## config.mk

```make
export PLATFORM = sky130hd
export DESIGN_NAME = param_parser
export DESIGN_NICKNAME = d
export VERILOG_FILES = /design/src/rtl/param_parser.sv
export SDC_FILE = /design/constraint.sdc
export NUM_CORES = 2
export LEC_CHECK = 0
export BUFFER_PORTS_ARGS = -buffer_cell sky130_fd_sc_hd__buf_2
export CORE_AREA = 2 2 470 472
export DETAILED_ROUTE_END_ITERATION = 12
export DIE_AREA = 0 0 472 474
export PLACE_DENSITY = 0.43
export SLEW_MARGIN = 20
export SYNTH_ARGS = -nofsm -noshare
export SYNTH_HDL_FRONTEND = slang
export SYNTH_SLANG_ARGS = --single-unit
export TNS_END_PERCENT = 20
```

## constraint.sdc

```tcl
create_clock -name clk -period 15.65 [get_ports clk]
set_clock_uncertainty 0.1 [all_clocks]
set_input_delay 0.7825 -clock clk [delete_from_list [all_inputs] [get_ports clk]]
set_output_delay 0.7825 -clock clk [all_outputs]
set_load 0.02 [all_outputs]
```

## src/rtl/param_parser.sv

```systemverilog
// Run-time programmable header-chain parser: walks one header per cycle from ID 0
// and reports per-header offsets, a valid bitmap, the parsed length and an error code.
module param_parser #(
  parameter int HDR_MAX_LEN     = 128,
  parameter int NUM_HEADERS     = 8,
  parameter int NEXT_TABLE_SIZE = 4,
  parameter int TAG_BYTES       = 2,
  localparam int ADDR_W = $clog2(HDR_MAX_LEN + 1),
  localparam int ID_W   = $clog2(NUM_HEADERS),
  localparam int TAG_W  = 8 * TAG_BYTES
) (
  input  logic                                        clk,
  input  logic                                        rst,
  input  logic                                        start_i,
  input  logic [HDR_MAX_LEN-1:0][7:0]                 pkt_hdr_i,
  output logic                                        busy_o,
  output logic                                        done_o,
  output logic [NUM_HEADERS-1:0]                      hdr_valid_o,
  output logic [NUM_HEADERS-1:0][ADDR_W-1:0]          hdr_offset_o,
  output logic [ADDR_W-1:0]                           parsed_len_o,
  output logic                                        err_o,
  output logic [1:0]                                  err_code_o,
  input  logic                                        cfg_we_i,
  input  logic [ID_W-1:0]                             cfg_hdr_id_i,
  input  logic [ADDR_W-1:0]                           cfg_hdr_len_i,
  input  logic [ADDR_W-1:0]                           cfg_tag_start_i,
  input  logic [2:0]                                  cfg_tag_len_i,
  input  logic [NEXT_TABLE_SIZE-1:0]                  cfg_entry_valid_i,
  input  logic [NEXT_TABLE_SIZE-1:0][TAG_W-1:0]       cfg_entry_tag_i,
  input  logic [NEXT_TABLE_SIZE-1:0][ID_W-1:0]        cfg_entry_next_i,
  output logic                                        cfg_ack_o
);

  typedef enum logic [1:0] {IDLE, PARSE, DONE} state_t;

  localparam int              BYTE_W  = $clog2(HDR_MAX_LEN);
  localparam logic [ADDR_W:0] MAX_LEN = (ADDR_W + 1)'(HDR_MAX_LEN);

  state_t                                 state_q, state_d;
  logic [ID_W-1:0]                        cur_id_q, cur_id_d;
  logic [ADDR_W-1:0]                      cur_off_q, cur_off_d;
  logic [NUM_HEADERS-1:0]                 hdr_valid_q, hdr_valid_d;
  logic [NUM_HEADERS-1:0][ADDR_W-1:0]     hdr_offset_q, hdr_offset_d;
  logic [ADDR_W-1:0]                      parsed_len_q, parsed_len_d;
  logic                                   err_q, err_d;
  logic [1:0]                             err_code_q, err_code_d;
  logic                                   cfg_ack_q, cfg_ack_d;

  logic [NUM_HEADERS-1:0][ADDR_W-1:0]                         hdr_len_q, hdr_len_d;
  logic [NUM_HEADERS-1:0][ADDR_W-1:0]                         tag_start_q, tag_start_d;
  logic [NUM_HEADERS-1:0][2:0]                                tag_len_q, tag_len_d;
  logic [NUM_HEADERS-1:0][NEXT_TABLE_SIZE-1:0]                entry_valid_q, entry_valid_d;
  logic [NUM_HEADERS-1:0][NEXT_TABLE_SIZE-1:0][TAG_W-1:0]     entry_tag_q, entry_tag_d;
  logic [NUM_HEADERS-1:0][NEXT_TABLE_SIZE-1:0][ID_W-1:0]      entry_next_q, entry_next_d;

  logic [ADDR_W-1:0] cur_len, cur_tstart;
  logic [2:0]        cur_tlen;
  logic [ADDR_W:0]   hdr_end, tag_end, byte_idx;
  logic              oob, hit;
  logic [TAG_W-1:0]  tag_val;
  logic [ID_W-1:0]   hit_next;

  // Sums are one bit wider than ADDR_W so the bounds compare cannot wrap.
  always_comb begin
    cur_len    = hdr_len_q[cur_id_q];
    cur_tstart = tag_start_q[cur_id_q];
    cur_tlen   = tag_len_q[cur_id_q];
    hdr_end    = {1'b0, cur_off_q} + {1'b0, cur_len};
    tag_end    = {1'b0, cur_tstart} + (ADDR_W + 1)'(cur_tlen);
    oob        = (hdr_end > MAX_LEN) || ((cur_tlen != 3'd0) && (tag_end > {1'b0, cur_len}));
    tag_val    = '0;
    byte_idx   = '0;
    for (int j = 0; j < TAG_BYTES; j++) begin
      byte_idx = {1'b0, cur_off_q} + {1'b0, cur_tstart} + (ADDR_W + 1)'(j);
      if ((j < int'(cur_tlen)) && (byte_idx < MAX_LEN))
        tag_val = (tag_val << 8) | TAG_W'(pkt_hdr_i[byte_idx[BYTE_W-1:0]]);
    end
    hit      = 1'b0;
    hit_next = '0;
    // Scan downwards so the lowest-index matching entry is the one that sticks.
    for (int e = NEXT_TABLE_SIZE - 1; e >= 0; e--) begin
      if (entry_valid_q[cur_id_q][e] && (entry_tag_q[cur_id_q][e] == tag_val)) begin
        hit      = 1'b1;
        hit_next = entry_next_q[cur_id_q][e];
      end
    end
  end

  always_comb begin
    state_d       = state_q;
    cur_id_d      = cur_id_q;
    cur_off_d     = cur_off_q;
    hdr_valid_d   = hdr_valid_q;
    hdr_offset_d  = hdr_offset_q;
    parsed_len_d  = parsed_len_q;
    err_d         = err_q;
    err_code_d    = err_code_q;
    cfg_ack_d     = 1'b0;
    hdr_len_d     = hdr_len_q;
    tag_start_d   = tag_start_q;
    tag_len_d     = tag_len_q;
    entry_valid_d = entry_valid_q;
    entry_tag_d   = entry_tag_q;
    entry_next_d  = entry_next_q;

    case (state_q)
      IDLE: begin
        if (cfg_we_i) begin
          hdr_len_d[cfg_hdr_id_i]     = cfg_hdr_len_i;
          tag_start_d[cfg_hdr_id_i]   = cfg_tag_start_i;
          tag_len_d[cfg_hdr_id_i]     = cfg_tag_len_i;
          entry_valid_d[cfg_hdr_id_i] = cfg_entry_valid_i;
          entry_tag_d[cfg_hdr_id_i]   = cfg_entry_tag_i;
          entry_next_d[cfg_hdr_id_i]  = cfg_entry_next_i;
          cfg_ack_d                   = 1'b1;
        end else if (start_i) begin
          hdr_valid_d  = '0;
          hdr_offset_d = '0;
          parsed_len_d = '0;
          err_d        = 1'b0;
          err_code_d   = 2'd0;
          cur_id_d     = '0;
          cur_off_d    = '0;
          state_d      = PARSE;
        end
      end
      PARSE: begin
        if (hdr_valid_q[cur_id_q]) begin
          err_d      = 1'b1;
          err_code_d = 2'd2;
          state_d    = DONE;
        end else if (cur_len == '0) begin
          err_d      = 1'b1;
          err_code_d = 2'd3;
          state_d    = DONE;
        end else if (oob) begin
          err_d      = 1'b1;
          err_code_d = 2'd1;
          state_d    = DONE;
        end else begin
          hdr_valid_d[cur_id_q]  = 1'b1;
          hdr_offset_d[cur_id_q] = cur_off_q;
          parsed_len_d           = hdr_end[ADDR_W-1:0];
          if ((cur_tlen != 3'd0) && hit) begin
            cur_id_d  = hit_next;
            cur_off_d = hdr_end[ADDR_W-1:0];
          end else begin
            state_d = DONE;
          end
        end
      end
      DONE:    state_d = IDLE;
      default: state_d = IDLE;
    endcase
  end

  always_ff @(posedge clk) begin
    if (rst) begin
      state_q       <= IDLE;
      cur_id_q      <= '0;
      cur_off_q     <= '0;
      hdr_valid_q   <= '0;
      hdr_offset_q  <= '0;
      parsed_len_q  <= '0;
      err_q         <= 1'b0;
      err_code_q    <= 2'd0;
      cfg_ack_q     <= 1'b0;
      hdr_len_q     <= '0;
      tag_start_q   <= '0;
      tag_len_q     <= '0;
      entry_valid_q <= '0;
      entry_tag_q   <= '0;
      entry_next_q  <= '0;
    end else begin
      state_q       <= state_d;
      cur_id_q      <= cur_id_d;
      cur_off_q     <= cur_off_d;
      hdr_valid_q   <= hdr_valid_d;
      hdr_offset_q  <= hdr_offset_d;
      parsed_len_q  <= parsed_len_d;
      err_q         <= err_d;
      err_code_q    <= err_code_d;
      cfg_ack_q     <= cfg_ack_d;
      hdr_len_q     <= hdr_len_d;
      tag_start_q   <= tag_start_d;
      tag_len_q     <= tag_len_d;
      entry_valid_q <= entry_valid_d;
      entry_tag_q   <= entry_tag_d;
      entry_next_q  <= entry_next_d;
    end
  end

  assign busy_o       = (state_q == PARSE);
  assign done_o       = (state_q == DONE);
  assign hdr_valid_o  = hdr_valid_q;
  assign hdr_offset_o = hdr_offset_q;
  assign parsed_len_o = parsed_len_q;
  assign err_o        = err_q;
  assign err_code_o   = err_code_q;
  assign cfg_ack_o    = cfg_ack_q;

endmodule

```

==> results.json <==
{
  "mappedNetlistNets": 7958,
  "numCtsBuffers": 99,
  "rows": 172,
  "first_iter_violations": 7265,
  "dpl_cell_area_um2": 64960,
  "ys_ff_latch": 889,
  "drt_first_pass_iters": 6,
  "postRouteAntennaNets": 0,
  "postSynthCellCount": 6797,
  "clock_sinks": 889,
  "hold_buffers": 0,
  "grt_use_total": 0.3301,
  "drc": 0,
  "period_minus_slack_ns": 10.65,
  "p_leak_nw": 24.08,
  "area_growth_pct": 20.21,
  "drive_gt1_frac": 0.2823,
  "setup_viol": 0,
  "r2r_cells": 29,
  "start_kind": "flop",
  "yosysWarnings": 0,
  "startpoint": "cur_id_q[2]$_SDFFE_PP0P_",
  "postSynthAreaPerCell_um2": 8.413,
  "clk_latency_ns": 0.72,
  "use_met3": 0.09771,
  "reg2reg_from": "cur_id_q[2]$_SDFFE_PP0P_",
  "grt_max_degree": 219,
  "rsz0062_at_grt": "false",
  "clk_pin_slew_ns": 0.07,
  "p_clk_frac": 0.401,
  "wl_per_cell_um": 36.31,
  "worstHoldPathCells": 3,
  "port-buffer-count": 1215,
  "via_count": 62840,
  "synthArstFlopShare": 0,
  "combPwrFrac": 0.210,
  "tritoncts": "done",
  "htree_num_levels": 3,
  "start_util": 0.2615,
  "pre_cts_slack_ns": 5.296,
  "cellPowerDensity_nw_per_um2": 87.19,
  "vias_per_cell": 5.883,
  "grt-ovfl-total": 0,
  "cp.required_ns": 16.15,
  "cts_resized": 0,
  "die-area_um2": 223700,
  "slowest_stage": "fa_4",
  "drv_cap": 0,
  "synth_edf_count": 0,
  "crit_top_cell": "buf_4",
  "dieWidth_um": 472,
  "max-vdd-ir-drop_v": 0.00007942,
  "nNetsFinal": 8707,
  "power.internal_mw": 4.133,
  "grt_antenna_before_repair": 264,
  "cts-root-buf": "clkbuf_16",
  "met2_usage": 0.5144,
  "hold_violations": 0,
  "slowest_delay_ns": 1.02,
  "crit_path_end_kind": "flop",
  "cp_max_fo": 64,
  "timing.final.ws_setup_ns": 5.003,
  "dpl.hpwl_um": 293600,
  "synth_flop_cell": "dfxtp_1",
  "fp.coreArea_um2": 218700,
  "grt_pass1_vias": 57670,
  "p_switching_mw": 1.861,
  "switching_share": 0.3104,
  "setup_tns_ns": 0,
  "min-delay-start": "cfg_entry_tag_i[40]",
  "p_total_mw": 5.993,
  "finalCritPeriodShare": 0.6803,
  "ys_seq_area_frac": 0.3112,
  "gp_congestion": 0.9985,
  "power_frac_seq": 0.389,
  "die_y_um": 474,
  "fillers": 23290,
  "wl_um": 387900,
  "clock.fmax_ghz": 0.09392,
  "crit_arrival_ns": 11.15,
  "synth_area_um2": 57180,
  "io_pins": 1216,
  "synth.distinct_cells": 107,
  "busiest_layer": "met2",
  "tightest_slew_ns": 1.292,
  "crit_type": "reg -> reg",
  "final_area_um2": 68740,
  "slew_headroom": 0.1348,
  "slew_viol_final": 0,
  "status": "complete, no violations",
  "post_cts_buffers": 0,
  "grt_pass1_wl_um": 513900,
  "use_met1": 0.4149,
  "cts_buffer_depth": 3,
  "hold_class": "in -> reg"
}
==> registers in the layout (all words and copies together), names as in the netlist, 24 cells and up <==
| name | cells |
|---|---|
| tag_len_q | 24 |
| hdr_offset_o | 64 |
| entry_valid_q | 32 |
| tag_start_q | 64 |
| entry_next_q | 96 |
| entry_tag_q | 512 |
| hdr_len_q | 64 |
==> cells by family after synthesis <==
kind of cell / after synthesis / share of synthesized area
buffers and inverters: 740 / 0.06389
DFF: 889 / 0.3112
and+or+nand+nor: 2656 / 0.1941
adders and majority gates: 31 / 0.007177
xor gates and xnor gates: 74 / 0.01324
muxes: 678 / 0.2225
AOI/OAI and AO/OA: 1729 / 0.1878
==> power by group through the flow <==
| stage | logic (mW) | registers, mW | clock network, mW |
|---|---|---|---|
| after detailed placement | 1.22 | 2.38 | 0 |
| final | 1.26 | 2.33 | 2.40 |
| after global placement | 1.22 | 2.38 | 0 |
| after CTS | 1.23 | 2.33 | 2.44 |
| after floorplan | 0.645 | 2.37 | 0 |
| after global routing | 1.29 | 2.33 | 2.53 |
==> cell usage after synthesis (all sizes together), types with 48 or more instances <==
library cell | number | area, µm²
nand3 | 143 | 715.7
a21oi | 882 | 4429
clkbuf | 393 | 1476
dfxtp | 889 | 17800
buf | 317 | 2064
a22oi | 130 | 975.9
o21ai | 55 | 275.3
nand4 | 54 | 344.1
mux2i | 165 | 1652
mux4 | 470 | 10590
nor3 | 85 | 435.4
xnor2 | 48 | 454.2
o22ai | 257 | 1622
nor2 | 198 | 748.2
nand2 | 1966 | 7387
==> routing by layer <==
layer / part of all wire / wire (µm)
met1: 0.39 / 149500
met2: 0.44 / 171800
met3: 0.11 / 43420
met4: 0.057 / 22130
met5: 0.0026 / 1002
==> final timing paths <==
check	slack, ns	endpoint
worst max-delay path	5.00	cur_off_q[3]$_SDFFE_PP0P_
worst min-delay path	0.25	entry_tag_q[40]$_SDFFE_PP0P_
worst max register to register	5.00	cur_off_q[3]$_SDFFE_PP0P_
worst min register to register	0.35	hdr_len_q[4]$_SDFFE_PP0P_
==> critical path: cells and delay by family, from the launching register on <==
| family | cells | cell delay [ns] |
|---|---|---|
| AO/OA/AOI/OAI | 8 | 2.34 |
| XOR/XNOR | 2 | 0.96 |
| adder cells (fa/ha/maj) | 3 | 1.53 |
| buffers and inverters | 9 | 2.56 |
| flip-flops | 1 | 0.57 |
| AND/OR/NAND/NOR | 7 | 2.29 |
==> metrics by stage <==
step	instances	hold WS [ns]	utilization
floorplan	6797	0.3310	-
global placement	10320	0.3332	0.2970
detailed placement	10320	0.3422	0.2971
CTS	10500	0.2188	0.3122
global route	10580	0.2574	0.3132
finish	10680	0.2511	0.3144
==> final cells by class <==
class                   count  area (µm²)  share of cell area
inverters                  30       113.9            0.001656
flip-flops and latches    889       17800              0.2589
clock inverters            32       295.3            0.004296
well taps                2871        3592             0.05226
multi-input cells        5168       36150              0.5260
clock buffers             149        3015             0.04387
repair buffers           1358        7305              0.1063
diodes                    185       462.9            0.006735
==> layout by cell type, fill, tap and decap left out, drive strengths merged, types with 30 or more instances in the layout <==
master  Yosys  final
or4        32     32
nor2      198    198
nand3     143    143
dfxtp     889    889
inv        29     33
mux4      470    470
diode       0    185
nor3       85     85
o21a       30     30
clkbuf    393    149
a22oi     130    130
a31oi      31     31
mux2       43     43
o211ai     30     30
xnor2      48     48
a211oi     30     30
buf       317   1357
a21oi     882    882
o21ai      55     55
nand2    1966   1966
mux2i     165    165
nand4      54     54
o22ai     257    257
nor4       39     39
No activity file was read; power rests on OpenSTA's default activity.
